[src/rtl/nest_block_checker_pkg.sv]
// Shared definitions for the nested block keyword checker: ASCII delimiters,
// keyword classes, error encodings and small character helpers.
package nest_block_checker_pkg;

    localparam logic [7:0] SP  = 8'h20;
    localparam logic [7:0] TAB = 8'h09;
    localparam logic [7:0] LF  = 8'h0A;
    localparam logic [7:0] CR  = 8'h0D;

    typedef enum logic [2:0] {
        KW_NONE,
        KW_OPEN_B,
        KW_OPEN_F,
        KW_CLOSE_B,
        KW_CLOSE_F
    } kw_class_e;

    localparam logic [1:0] ERR_NONE      = 2'b00;
    localparam logic [1:0] ERR_UNDERFLOW = 2'b01;
    localparam logic [1:0] ERR_MISMATCH  = 2'b10;
    localparam logic [1:0] ERR_OVERFLOW  = 2'b11;

    // Stack entry encoding for the block kind
    localparam logic BLK_B = 1'b0;
    localparam logic BLK_F = 1'b1;

    function automatic logic is_delim(input logic [7:0] ch, input logic ws_ext);
        return (ch == SP) || (ws_ext && ((ch == TAB) || (ch == LF) || (ch == CR)));
    endfunction

    function automatic logic [7:0] fold_case(input logic [7:0] ch, input logic case_ins);
        if (case_ins && (ch >= 8'h41) && (ch <= 8'h5A))
            return ch | 8'h20;
        return ch;
    endfunction

endpackage

[src/rtl/nbc_kw_matcher.sv]
// Per-word keyword recogniser: walks the characters of one word and reports
// the tentative keyword class, which holds only while the word is an exact keyword.
module nbc_kw_matcher
    import nest_block_checker_pkg::*;
#(
    parameter bit CASE_INS = 1'b1,
    parameter bit WS_EXT   = 1'b0
) (
    input  logic       clk,
    input  logic       reset,
    input  logic [7:0] ch,
    input  logic       valid,
    output kw_class_e  kw_class
);

    typedef enum logic [4:0] {
        S_IDLE,
        S_B, S_BE, S_BEG, S_BEGI, S_MATCH_BEGIN,
        S_F, S_FO, S_FOR, S_MATCH_FORK,
        S_E, S_EN, S_MATCH_END,
        S_J, S_JO, S_JOI, S_MATCH_JOIN,
        S_DEAD
    } state_e;

    state_e     state_q;
    state_e     state_d;
    kw_class_e  class_d;
    logic [7:0] ch_f;
    logic       delim;

    assign ch_f  = fold_case(ch, CASE_INS);
    assign delim = is_delim(ch, WS_EXT);

    always_ff @(posedge clk or posedge reset) begin
        if (reset) begin
            state_q  <= S_IDLE;
            kw_class <= KW_NONE;
        end else begin
            state_q  <= state_d;
            kw_class <= class_d;
        end
    end

    // Any character that does not extend a keyword prefix sends the word to DEAD
    always_comb begin
        state_d = state_q;
        class_d = kw_class;
        if (valid) begin
            class_d = KW_NONE;
            if (delim) begin
                state_d = S_IDLE;
            end else begin
                state_d = S_DEAD;
                case (state_q)
                    S_IDLE: begin
                        if (ch_f == "b")      state_d = S_B;
                        else if (ch_f == "f") state_d = S_F;
                        else if (ch_f == "e") state_d = S_E;
                        else if (ch_f == "j") state_d = S_J;
                    end
                    S_B:    if (ch_f == "e") state_d = S_BE;
                    S_BE:   if (ch_f == "g") state_d = S_BEG;
                    S_BEG:  if (ch_f == "i") state_d = S_BEGI;
                    S_BEGI: if (ch_f == "n") begin
                        state_d = S_MATCH_BEGIN;
                        class_d = KW_OPEN_B;
                    end
                    S_F:    if (ch_f == "o") state_d = S_FO;
                    S_FO:   if (ch_f == "r") state_d = S_FOR;
                    S_FOR:  if (ch_f == "k") begin
                        state_d = S_MATCH_FORK;
                        class_d = KW_OPEN_F;
                    end
                    S_E:    if (ch_f == "n") state_d = S_EN;
                    S_EN:   if (ch_f == "d") begin
                        state_d = S_MATCH_END;
                        class_d = KW_CLOSE_B;
                    end
                    S_J:    if (ch_f == "o") state_d = S_JO;
                    S_JO:   if (ch_f == "i") state_d = S_JOI;
                    S_JOI:  if (ch_f == "n") begin
                        state_d = S_MATCH_JOIN;
                        class_d = KW_CLOSE_F;
                    end
                    default: state_d = S_DEAD;
                endcase
            end
        end
    end

endmodule

[config.mk]
export PLATFORM = sky130hd
export DESIGN_NAME = nbc_kw_matcher
export DESIGN_NICKNAME = d
export VERILOG_FILES = /design/src/rtl/nest_block_checker_pkg.sv /design/src/rtl/nbc_kw_matcher.sv
export SDC_FILE = /design/constraint.sdc
export NUM_CORES = 1
export LEC_CHECK = 0
export BUFFER_PORTS_ARGS = -buffer_cell sky130_fd_sc_hd__buf_2
export CAP_MARGIN = 20
export CORE_MARGIN = 10
export CORE_UTILIZATION = 57
export CTS_CLUSTER_DIAMETER = 200
export DETAILED_ROUTE_END_ITERATION = 6
export HOLD_SLACK_MARGIN = 0.02
export PLACE_DENSITY = 0.82
export SYNTH_ARGS = -nofsm -noshare
export SYNTH_HDL_FRONTEND = slang
export SYNTH_SLANG_ARGS = --single-unit
[constraint.sdc]
create_clock -name clk -period 2.15 [get_ports clk]
set_input_delay 0.5375 -clock clk [delete_from_list [all_inputs] [get_ports clk]]
set_output_delay 0.5375 -clock clk [all_outputs]
set_load 0.03 [all_outputs]
==> Yosys cells after proc, flatten, opt, wreduce, memory -nomap -nowiden <==
Cells that the tools add are included.
{ "word_totals": {"register_bits": 8, "elab_cells": 57, "in_bits": 11} }
{ "op_classes": {"magnitude_cmp": 2, "eq_ne": 24, "mux": 27, "n_reduce_logical": 2} }
{ "ops": {"columns": ["op", "n"], "rows": [
  ["8-bit by 7-bit == test with 1-bit output (second input constant)", 11],
  ["5-bit 2-to-1 mux", 16],
  ["5-bit case mux with 13 select lines", 1],
  ["5-bit by 4-bit == test with 1-bit output (second input constant)", 6],
  ["8-bit 2-to-1 mux", 2],
  ["5-bit by 3-bit == test with 1-bit output (second input constant)", 3],
  ["3-bit case mux with 4 select lines", 1],
  ["5-bit by 2-bit == test with 1-bit output (second input constant)", 2],
  ["8-bit by 6-bit == test with 1-bit output (second input constant)", 1],
  ["8-bit by 7-bit >= comparator with 1-bit output (second input constant)", 1],
  ["8-bit by 7-bit less-or-equal comparator with 1-bit output (second input constant)", 1],
  ["3-bit 2-to-1 mux", 2],
  ["5-bit by 1-bit == test with 1-bit output (second input constant)", 1],
  ["5-bit logical NOT", 1],
  ["2-bit 2-to-1 mux", 2],
  ["1-bit 2-to-1 mux", 3],
  ["1-bit logical AND", 1]
]} }

==> Depth between registers and ports, before layout <==
Gate-level depths: netlist of run 1.
{ "depth": {"depth_word": 11, "mapped_depth": 7} }

==> Least setup slack after synthesis of run 1 <==
No wires, ideal clock.
{ "synth_path": {"path_type": "input-to-reg", "start": "in ch[7]", "end": "reg state_q[4]", "t_arrival_ns": 1.688, "n_path_buf": 1, "path_slack_ns": 0.322, "required_ns": 2.009, "cell_stages": 6, "setup_time_ns": 0.141, "path_cell_list": "or3b_1 > buf_2 > a21oi_4 > o221ai_1 > nor4b_2 > a32oi_1"} }
{ "synth_between": {"elab_chain_cells": 11, "elab_cells_between_ends": 35} }
{ "synth_lines": {"columns": ["item", "line", "text"], "rows": [
  ["start: declaration", "nbc_kw_matcher.sv:11", "input logic [7:0] ch,"],
  ["8-bit by 7-bit >= comparator with 1-bit output / 8-bit by 7-bit less-or-equal comparator with 1-bit output (equally long branches)", "nest_block_checker_pkg.sv:32", "if (case_ins && (ch >= 8'h41) && (ch <= 8'h5A))"],
  ["1-bit logical AND", "nest_block_checker_pkg.sv:32", null],
  ["1-bit 2-to-1 mux", "nest_block_checker_pkg.sv:32", null],
  ["8-bit 2-to-1 mux", "nest_block_checker_pkg.sv:34", "return ch;"],
  ["8-bit by 7-bit == test with 1-bit output", "nbc_kw_matcher.sv:59", "else if (ch_f == \"j\") state_d = S_J;"],
  ["5-bit 2-to-1 mux", "nbc_kw_matcher.sv:59", null],
  ["5-bit 2-to-1 mux", "nbc_kw_matcher.sv:58", "else if (ch_f == \"e\") state_d = S_E;"],
  ["5-bit 2-to-1 mux", "nbc_kw_matcher.sv:57", "else if (ch_f == \"f\") state_d = S_F;"],
  ["5-bit 2-to-1 mux", "nbc_kw_matcher.sv:56", "if (ch_f == \"b\") state_d = S_B;"],
  ["5-bit case mux with 13 select lines", "nbc_kw_matcher.sv:54", "case (state_q)"],
  ["5-bit 2-to-1 mux (*)", "nbc_kw_matcher.sv:50", "if (delim) begin"],
  ["end signal: assignment", "nbc_kw_matcher.sv:39", "state_q <= state_d;"],
  ["end: declaration", "nbc_kw_matcher.sv:25", "state_e state_q;"]
]} }
Mark *: on every way between the ends. The rest lies on a longest branch, timed or not. The select of a mux whose other input is x is not followed.
A chain may end at the register's enable or synchronous reset.

==> Worst setup path after layout of run 1 <==
{ "layout_path": {"start": "reg state_q[2]", "end": "reg state_q[1]"} }
{ "layout_between": {"elab_chain_cells": 3, "elab_cells_between_ends": 15} }
{ "layout_lines": {"columns": ["item", "line"], "rows": [
  ["5-bit by 4-bit == test with 1-bit output, or another cell as far along", "nbc_kw_matcher.sv:54"],
  ["5-bit case mux with 13 select lines (*)", "nbc_kw_matcher.sv:54"],
  ["5-bit 2-to-1 mux (*)", "nbc_kw_matcher.sv:50"]
]} }
Mark *: on every way between the ends. The rest lies on a longest branch, timed or not.

==> insert_results.sql, run 1 <==
INSERT INTO impl_metrics (metric_group, metric, value, unit) VALUES
('outcome', 'status', 'finished, final reports clean', ''),
('detailed_routing', 'drt_wirelength', '3.46', 'mm'),
('synthesis', 'synth-seq-cells', '8', ''),
('power', 'power.leakage', '0.436', 'nW'),
('placement', 'place_congestion', '1.01', ''),
('synthesis', 'yosys.area.top_type_share', '0.180', ''),
('timing', 'final.hold.worst_slack', '0.224', 'ns'),
('cts', 'postCtsSetupRepairBufs', '0', ''),
('cells_and_area', 'number_of_nets_in_the_finished_design', '172', ''),
('die', 'design.core.area', '0.00178', 'mm^2'),
('synthesis', 'postSynthNetCount', '158', ''),
('critical_path', 'buffering_stage_count_on_the_worst_path_with_inverters_included', '1', ''),
('placement', 'place.detailed.instances', '181', ''),
('synthesis', 'synth_top_cell_by_area', 'sky130_fd_sc_hd__dfrtp_1', ''),
('die', 'chipWidth', '64.2', 'um'),
('synthesis', 'post-synth-top-count-cell', 'sky130_fd_sc_hd__nand2_1', ''),
('cts', 'h-tree-depth', '1', ''),
('cts', 'clock_tree_from_tritoncts', 'yes', ''),
('synthesis', 'ys_async_sr_fraction', '1.00', ''),
('timing', 'rsz0062_at_grt', 'false', ''),
('timing', 'min_period_over_period', '0.889', ''),
('cts', 'cts_inserted_buffers', '3', ''),
('timing', 'timing_hold_violations_final', '0', ''),
('critical_path', 'cp_cell_sequence', 'inv_1, nand3_1, a21oi_1, or3_1, o22ai_1', ''),
('timing', 'clock.fmax', '523', 'MHz'),
('detailed_routing', 'drt_drc_violations_left', '0', ''),
('cells_and_area', 'post_route_insts_no_fill', '184', ''),
('die', 'die_area', '0.00412', 'mm^2'),
('cts', 'worst_path_clk_slew', '0.05', 'ns'),
('cts', 'cts_hold_buf', '0', ''),
('synthesis', 'synth_top_cells_by_area', 'sky130_fd_sc_hd__dfrtp_1, sky130_fd_sc_hd__nor4_1, sky130_fd_sc_hd__buf_2', ''),
('global_routing', 'grt_first_pass_wirelength', '5.62', 'mm'),
('synthesis', 'synth-edff-count', '0', ''),
('placement', 'post-dp-hpwl', '2.71', 'mm'),
('detailed_routing', 'wire_per_inst', '18.8', 'um'),
('timing', 'final.min_clock_period', '1.91', 'ns'),
('synthesis', 'synth.yosys.seq_area_share', '0.180', ''),
('power', 'vdd.ir_drop.worst', '0.372', 'mV'),
('timing', 'timing.max_slew.rel_slack', '0.673', ''),
('critical_path', 'worstPathArrival', '2.07', 'ns'),
('detailed_routing', 'postRouteAntennaNets', '0', ''),
('detailed_routing', 'detailedRoute.firstPassIterationCount', '5', ''),
('detailed_routing', 'num_vias', '1283', ''),
('timing', 'slew_violations', '0', ''),
('critical_path', 'path_delay_family', 'flip-flops', ''),
('timing', 'fin_setup_tns', '0', 'ns'),
('cts', 'ctsRootBufferMaster', 'sky130_fd_sc_hd__clkbuf_4', ''),
('timing', 'finalClockSkew', '0.00362', 'ns'),
('critical_path', 'critPathKind', 'reg2reg', ''),
('critical_path', 'critical_path.max_stage_delay', '0.64', 'ns'),
('cells_and_area', 'drive_above_1_share', '0.214', ''),
('critical_path', 'setup.worst_path.start', 'state_q[2]', ''),
('cts', 'post_cts_resize_count', '0', ''),
('run', 'maxCapViolations', '0', ''),
('synthesis', 'synth_common_cells', 'sky130_fd_sc_hd__nand2_1, sky130_fd_sc_hd__buf_2, sky130_fd_sc_hd__nor4_1, sky130_fd_sc_hd__a21oi_1, sky130_fd_sc_hd__dfrtp_1', ''),
('cts', 'clock_insertion_delay_worst_skew', '0.26', 'ns'),
('synthesis', 'synth.yosys.warnings', '0', ''),
('synthesis', 'synthesis.instances', '147', ''),
('critical_path', 'worstPathRequired', '2.31', 'ns'),
('synthesis', 'avgSynthCellArea', '7.58', 'um^2'),
('critical_path', 'crit-reg2reg-launch', 'state_q[2]', ''),
('synthesis', 'synth_cell_type_count', '49', ''),
('die', 'floorplan.rows', '15', ''),
('synthesis', 'synth_area', '0.00111', 'mm^2'),
('timing', 'setup_violation_total_in_the_final_timing_report', '0', ''),
('die', 'io-pin-count', '14', ''),
('critical_path', 'cp_slowest_cell', 'sky130_fd_sc_hd__dfrtp_1', ''),
('global_routing', 'grt_max_degree', '16', ''),
('die', 'dieHeight', '64.2', 'um'),
('placement', 'port_buffers', '13', ''),
('power', 'p_total', '427', 'uW');
cell families after synthesis:
| family | share of synthesized area |
|---|---|
| xor+xnor | 0.0236 |
| buf+inv | 0.0888 |
| mux | 0.00899 |
| simple gates | 0.406 |
| flops | 0.180 |
| compound gates | 0.293 |
final cells by class:
cell class / count / area, um^2
clock buffer: 3 / 22.5
multi-input combinational: 118 / 815
inverter: 8 / 30.0
timing repair buffer: 22 / 133
tap: 25 / 31.3
fill: 178 / 552
sequential: 8 / 200
state kept, by name (all words and copies together) (netlist names):
register	cells
state_q	5
kw_class	3
path summary, 6_finish.rpt:
check,to,slack [ns],cells after the start
setup / recovery,state_q[1],0.24,5
hold / removal,state_q[2],0.22,2
min in group clk,kw_class[0],0.48,1
max in group asynchronous,state_q[3],1.68,2
setup reg to reg,state_q[1],0.24,5
hold reg to reg,kw_class[0],0.48,1
power breakdown:
part / total, mW / switching (mW) / internal (mW)
combinational: 0.140 / 0.0847 / 0.0553
clock: 0.115 / 0.0515 / 0.0639
sequential: 0.172 / 0.0155 / 0.156
routing by layer:
metal | global-route usage | wire (um)
met5 | 0 | 0
met4 | 0.0428 | 78
met3 | 0.0331 | 389
met2 | 0.274 | 1650
met1 | 0.207 | 1350
layout by cell type (no fill, tap or decap), drive strengths merged, types with 2 or more instances in the layout:
cell,count
a21oi,9
and4,2
dfrtp,8
nand3,7
nor4,10
nor3,4
nand2,11
a31oi,4
a21boi,3
nand4bb,2
or3,7
xor2,2
nor2,7
o2111ai,3
buf,22
nor4b,3
a211oi,3
or3b,2
o21ai,7
nand2b,5
nand3b,2
o2bb2ai,3
clkbuf,3
nor3b,2
nand4b,2
o22ai,6
inv,8
through the flow:
stage               instance area, um^2  worst slack (ns)
floorplan                          1110             0.322
detailed placement                 1210            0.0866
global route                       1230             0.178
global placement                   1210            0.0899
CTS                                1230             0.294
finish                             1230             0.239
Power figures use the tool's default switching activity.
==> inputs of run 2 (changes only) <==
--- a/config.mk
+++ b/config.mk
@@ -8,11 +8,11 @@
 export BUFFER_PORTS_ARGS = -buffer_cell sky130_fd_sc_hd__buf_2
 export CAP_MARGIN = 20
 export CORE_MARGIN = 10
-export CORE_UTILIZATION = 57
+export CORE_UTILIZATION = 62
 export CTS_CLUSTER_DIAMETER = 200
 export DETAILED_ROUTE_END_ITERATION = 6
 export HOLD_SLACK_MARGIN = 0.02
-export PLACE_DENSITY = 0.82
+export PLACE_DENSITY = 0.88
 export SYNTH_ARGS = -nofsm -noshare
 export SYNTH_HDL_FRONTEND = slang
 export SYNTH_SLANG_ARGS = --single-unit
==> constraint.sdc (replaced) <==
create_clock -name clk -period 2.4 [get_ports clk]
set_input_delay 0.6 -clock clk [delete_from_list [all_inputs] [get_ports clk]]
set_output_delay 0.6 -clock clk [all_outputs]
set_load 0.03 [all_outputs]
==> run 2 against run 1 <==
  * Sequential power shrank 9%
  * Register-to-register slack improved by 0.12 ns
  * Flip-flop and latch count did not move
  * Maximum frequency shrank 6.6%
  * Routed wire length is essentially flat
  * Combinational power fell by 15%
  * Power shrank 11%
  * First-iteration DRC count shrank 44%
  * Clock-buffer cell count is the same
  * Largest cell class unchanged
  * Hold slack better by 0.047 ns
  * Sequential share of layout area grew 0.62 points
==> insert_results.sql, run 2 (synthesized netlist as in run 1, its figures left out) <==
INSERT INTO impl_metrics (metric_group, metric, value, unit) VALUES
('placement', 'place_congestion', '0.943', ''),
('global_routing', 'grt_antenna_before_repair', '0', ''),
('detailed_routing', 'detailedRoute.firstPassIterationCount', '4', ''),
('cells_and_area', 'areaGrowthSynthToFinish', '6.52', '%'),
('power', 'power.leakage', '0.408', 'nW'),
('outcome', 'status', 'finished, final reports clean', ''),
('cells_and_area', 'final_cell_mix', 'sky130_fd_sc_hd__buf_2, sky130_fd_sc_hd__nand2_1, sky130_fd_sc_hd__nor4_1', ''),
('die', 'chipWidth', '62.4', 'um'),
('detailed_routing', 'routed_via_density', '7.26', ''),
('die', 'dieHeight', '62.4', 'um'),
('detailed_routing', 'first_iter_violations', '74', ''),
('critical_path', 'worstPathArrival', '2.23', 'ns'),
('critical_path', 'worst_setup_path_endpoint', 'state_q[3]', ''),
('global_routing', 'grt_max_degree', '16', ''),
('detailed_routing', 'drt_wirelength', '3.46', 'mm'),
('detailed_routing', 'drt_drc_violations_left', '0', ''),
('run', 'maxCapViolations', '0', ''),
('cts', 'clockBufferDepth', '2', ''),
('timing', 'finalClockSkew', '0.00430', 'ns'),
('timing', 'worst_slew_pin_slew', '0.620', 'ns'),
('cells_and_area', 'seq_area', '200', 'um^2'),
('cts', 'postCtsSetupRepairBufs', '0', ''),
('timing', 'final.hold.worst_slack', '0.271', 'ns'),
('critical_path', 'reg2reg_setup_slack', '0.35', 'ns'),
('cells_and_area', 'drive_above_1_share', '0.183', ''),
('cts', 'cts_sinks', '8', ''),
('worst_hold_path', 'min_path_type', 'in2async', ''),
('detailed_routing', 'postRouteAntennaNets', '0', ''),
('power', 'vdd.ir_drop.worst', '0.250', 'mV'),
('cells_and_area', 'mostFrequentLayoutCell', 'sky130_fd_sc_hd__buf_2', ''),
('timing', 'timing.max_slew.rel_slack', '0.581', ''),
('critical_path', 'critical_path.max_fanout', '14', ''),
('cts', 'clock_insertion_delay_worst_skew', '0.26', 'ns'),
('timing', 'slew_violations', '0', ''),
('cts', 'cts_hold_buf', '0', ''),
('timing', 'min_period_over_period', '0.852', ''),
('cells_and_area', 'insertedDiodeCount', '0', ''),
('die', 'initial_core_util', '0.652', ''),
('cts', 'clock_tree_from_tritoncts', 'yes', ''),
('cts', 'worst_path_clk_slew', '0.05', 'ns'),
('timing', 'fin_setup_tns', '0', 'ns'),
('power', 'pwr_density_cell', '319', 'mW/mm^2'),
('cells_and_area', 'number_of_nets_in_the_finished_design', '166', ''),
('critical_path', 'startpoint_type', 'register', ''),
('cts', 'h-tree-depth', '1', ''),
('placement', 'port_buffers', '13', ''),
('cts', 'ctsRootBufferMaster', 'sky130_fd_sc_hd__clkbuf_4', ''),
('timing', 'final.min_clock_period', '2.05', 'ns'),
('timing', 'setup_violation_total_in_the_final_timing_report', '0', ''),
('timing', 'rsz0062_at_grt', 'false', ''),
('cells_and_area', 'multi_input_area', '815', 'um^2'),
('cts', 'cts_inserted_buffers', '3', ''),
('cells_and_area', 'layout_top_registers', 'state_q x5, kw_class x3', ''),
('critical_path', 'critPathKind', 'reg2reg', ''),
('critical_path', 'reg2regPathDepth', '5', ''),
('cells_and_area', 'largest_register_ffs', '5', ''),
('global_routing', 'globalRoute.totalOverflow', '0', ''),
('critical_path', 'r2r-end', 'state_q[3]', ''),
('critical_path', 'crit-reg2reg-launch', 'state_q[3]', ''),
('detailed_routing', 'wire_per_inst', '19.4', 'um'),
('placement', 'post-dp-hpwl', '2.67', 'mm'),
('critical_path', 'setup.worst_path.start', 'state_q[3]', ''),
('cts', 'post_cts_resize_count', '0', ''),
('critical_path', 'critPathCaptureType', 'register', ''),
('global_routing', 'groute.usage.overall', '0.178', ''),
('die', 'die_area', '0.00389', 'mm^2'),
('timing', 'timing_hold_violations_final', '0', ''),
('detailed_routing', 'num_vias', '1292', ''),
('timing', 'clock.fmax', '489', 'MHz'),
('die', 'design.core.area', '0.00171', 'mm^2'),
('cells_and_area', 'registers.top_by_ff_count', 'state_q', ''),
('critical_path', 'worstPathRequired', '2.59', 'ns'),
('die', 'io-pin-count', '14', ''),
('global_routing', 'grt_first_pass_wirelength', '5.83', 'mm'),
('die', 'floorplan.rows', '15', ''),
('cells_and_area', 'nFillCells', '142', ''),
('global_routing', 'number_of_global_route_vias_before_repair', '1250', '');
-- run 2: cell count changes in the layout (fill, tap and decap cells not counted) --
cell / previous run / this run
sky130_fd_sc_hd__buf_4: 9 / 3
-- run 2: critical path, cell delays in order (launching register included) --
cell,delay (ns)
sky130_fd_sc_hd__dfrtp_1,0.66
sky130_fd_sc_hd__nand2_1,0.13
sky130_fd_sc_hd__nor4b_1,0.56
sky130_fd_sc_hd__a21boi_0,0.22
sky130_fd_sc_hd__o2111a_1,0.31
sky130_fd_sc_hd__o22ai_2,0.09
-- run 2: how the worst min path moves through the flow --
| stage | startpoint | endpoint | slack (ns) | cells after the start |
|---|---|---|---|---|
| 4_1_cts | reset | state_q[3] | 0.28 | 2 |
| 5_1_grt | reset | state_q[1] | 0.30 | 2 |
| 6_report | reset | state_q[3] | 0.27 | 2 |
| 3_3_place_gp | kw_class[0] | kw_class[0] | 0.47 | 1 |
| 3_5_place_dp | kw_class[0] | kw_class[0] | 0.47 | 1 |
| 2_1_floorplan | reset | kw_class[0] | 0.42 | 1 |
-- run 2: per-stage QoR --
stage               worst slack, ns  total power [mW]  cells  instance area [um^2]   util
global placement              0.282             0.267    175                  1160  0.681
CTS                           0.490             0.375    178                  1190  0.695
global route                  0.155             0.401    178                  1190  0.695
finish                        0.354             0.378    178                  1190  0.695
floorplan                     0.509             0.240    147                  1110      -
detailed placement            0.227             0.272    175                  1160  0.681
-- run 2: final cells by class --
class | instances | area share
clock buffer | 3 | 0.0190
inverter | 8 | 0.0253
multi-input combinational | 118 | 0.687
sequential | 8 | 0.169
tap | 25 | 0.0264
timing repair buffer | 16 | 0.0738
-- run 2: metal layers --
metal  wire length, um  global-route usage  up-vias
met2              1640               0.286       81
met1              1270               0.197      602
met4               165               0.106        0
met5                 0                   0        -
li1                  -                   -      586
met3               387              0.0645       23
-- run 2: power by group --
group	switching (mW)	total, mW	internal (mW)
Combinational	0.0730	0.119	0.0462
Clock	0.0459	0.103	0.0572
Sequential	0.0160	0.156	0.140
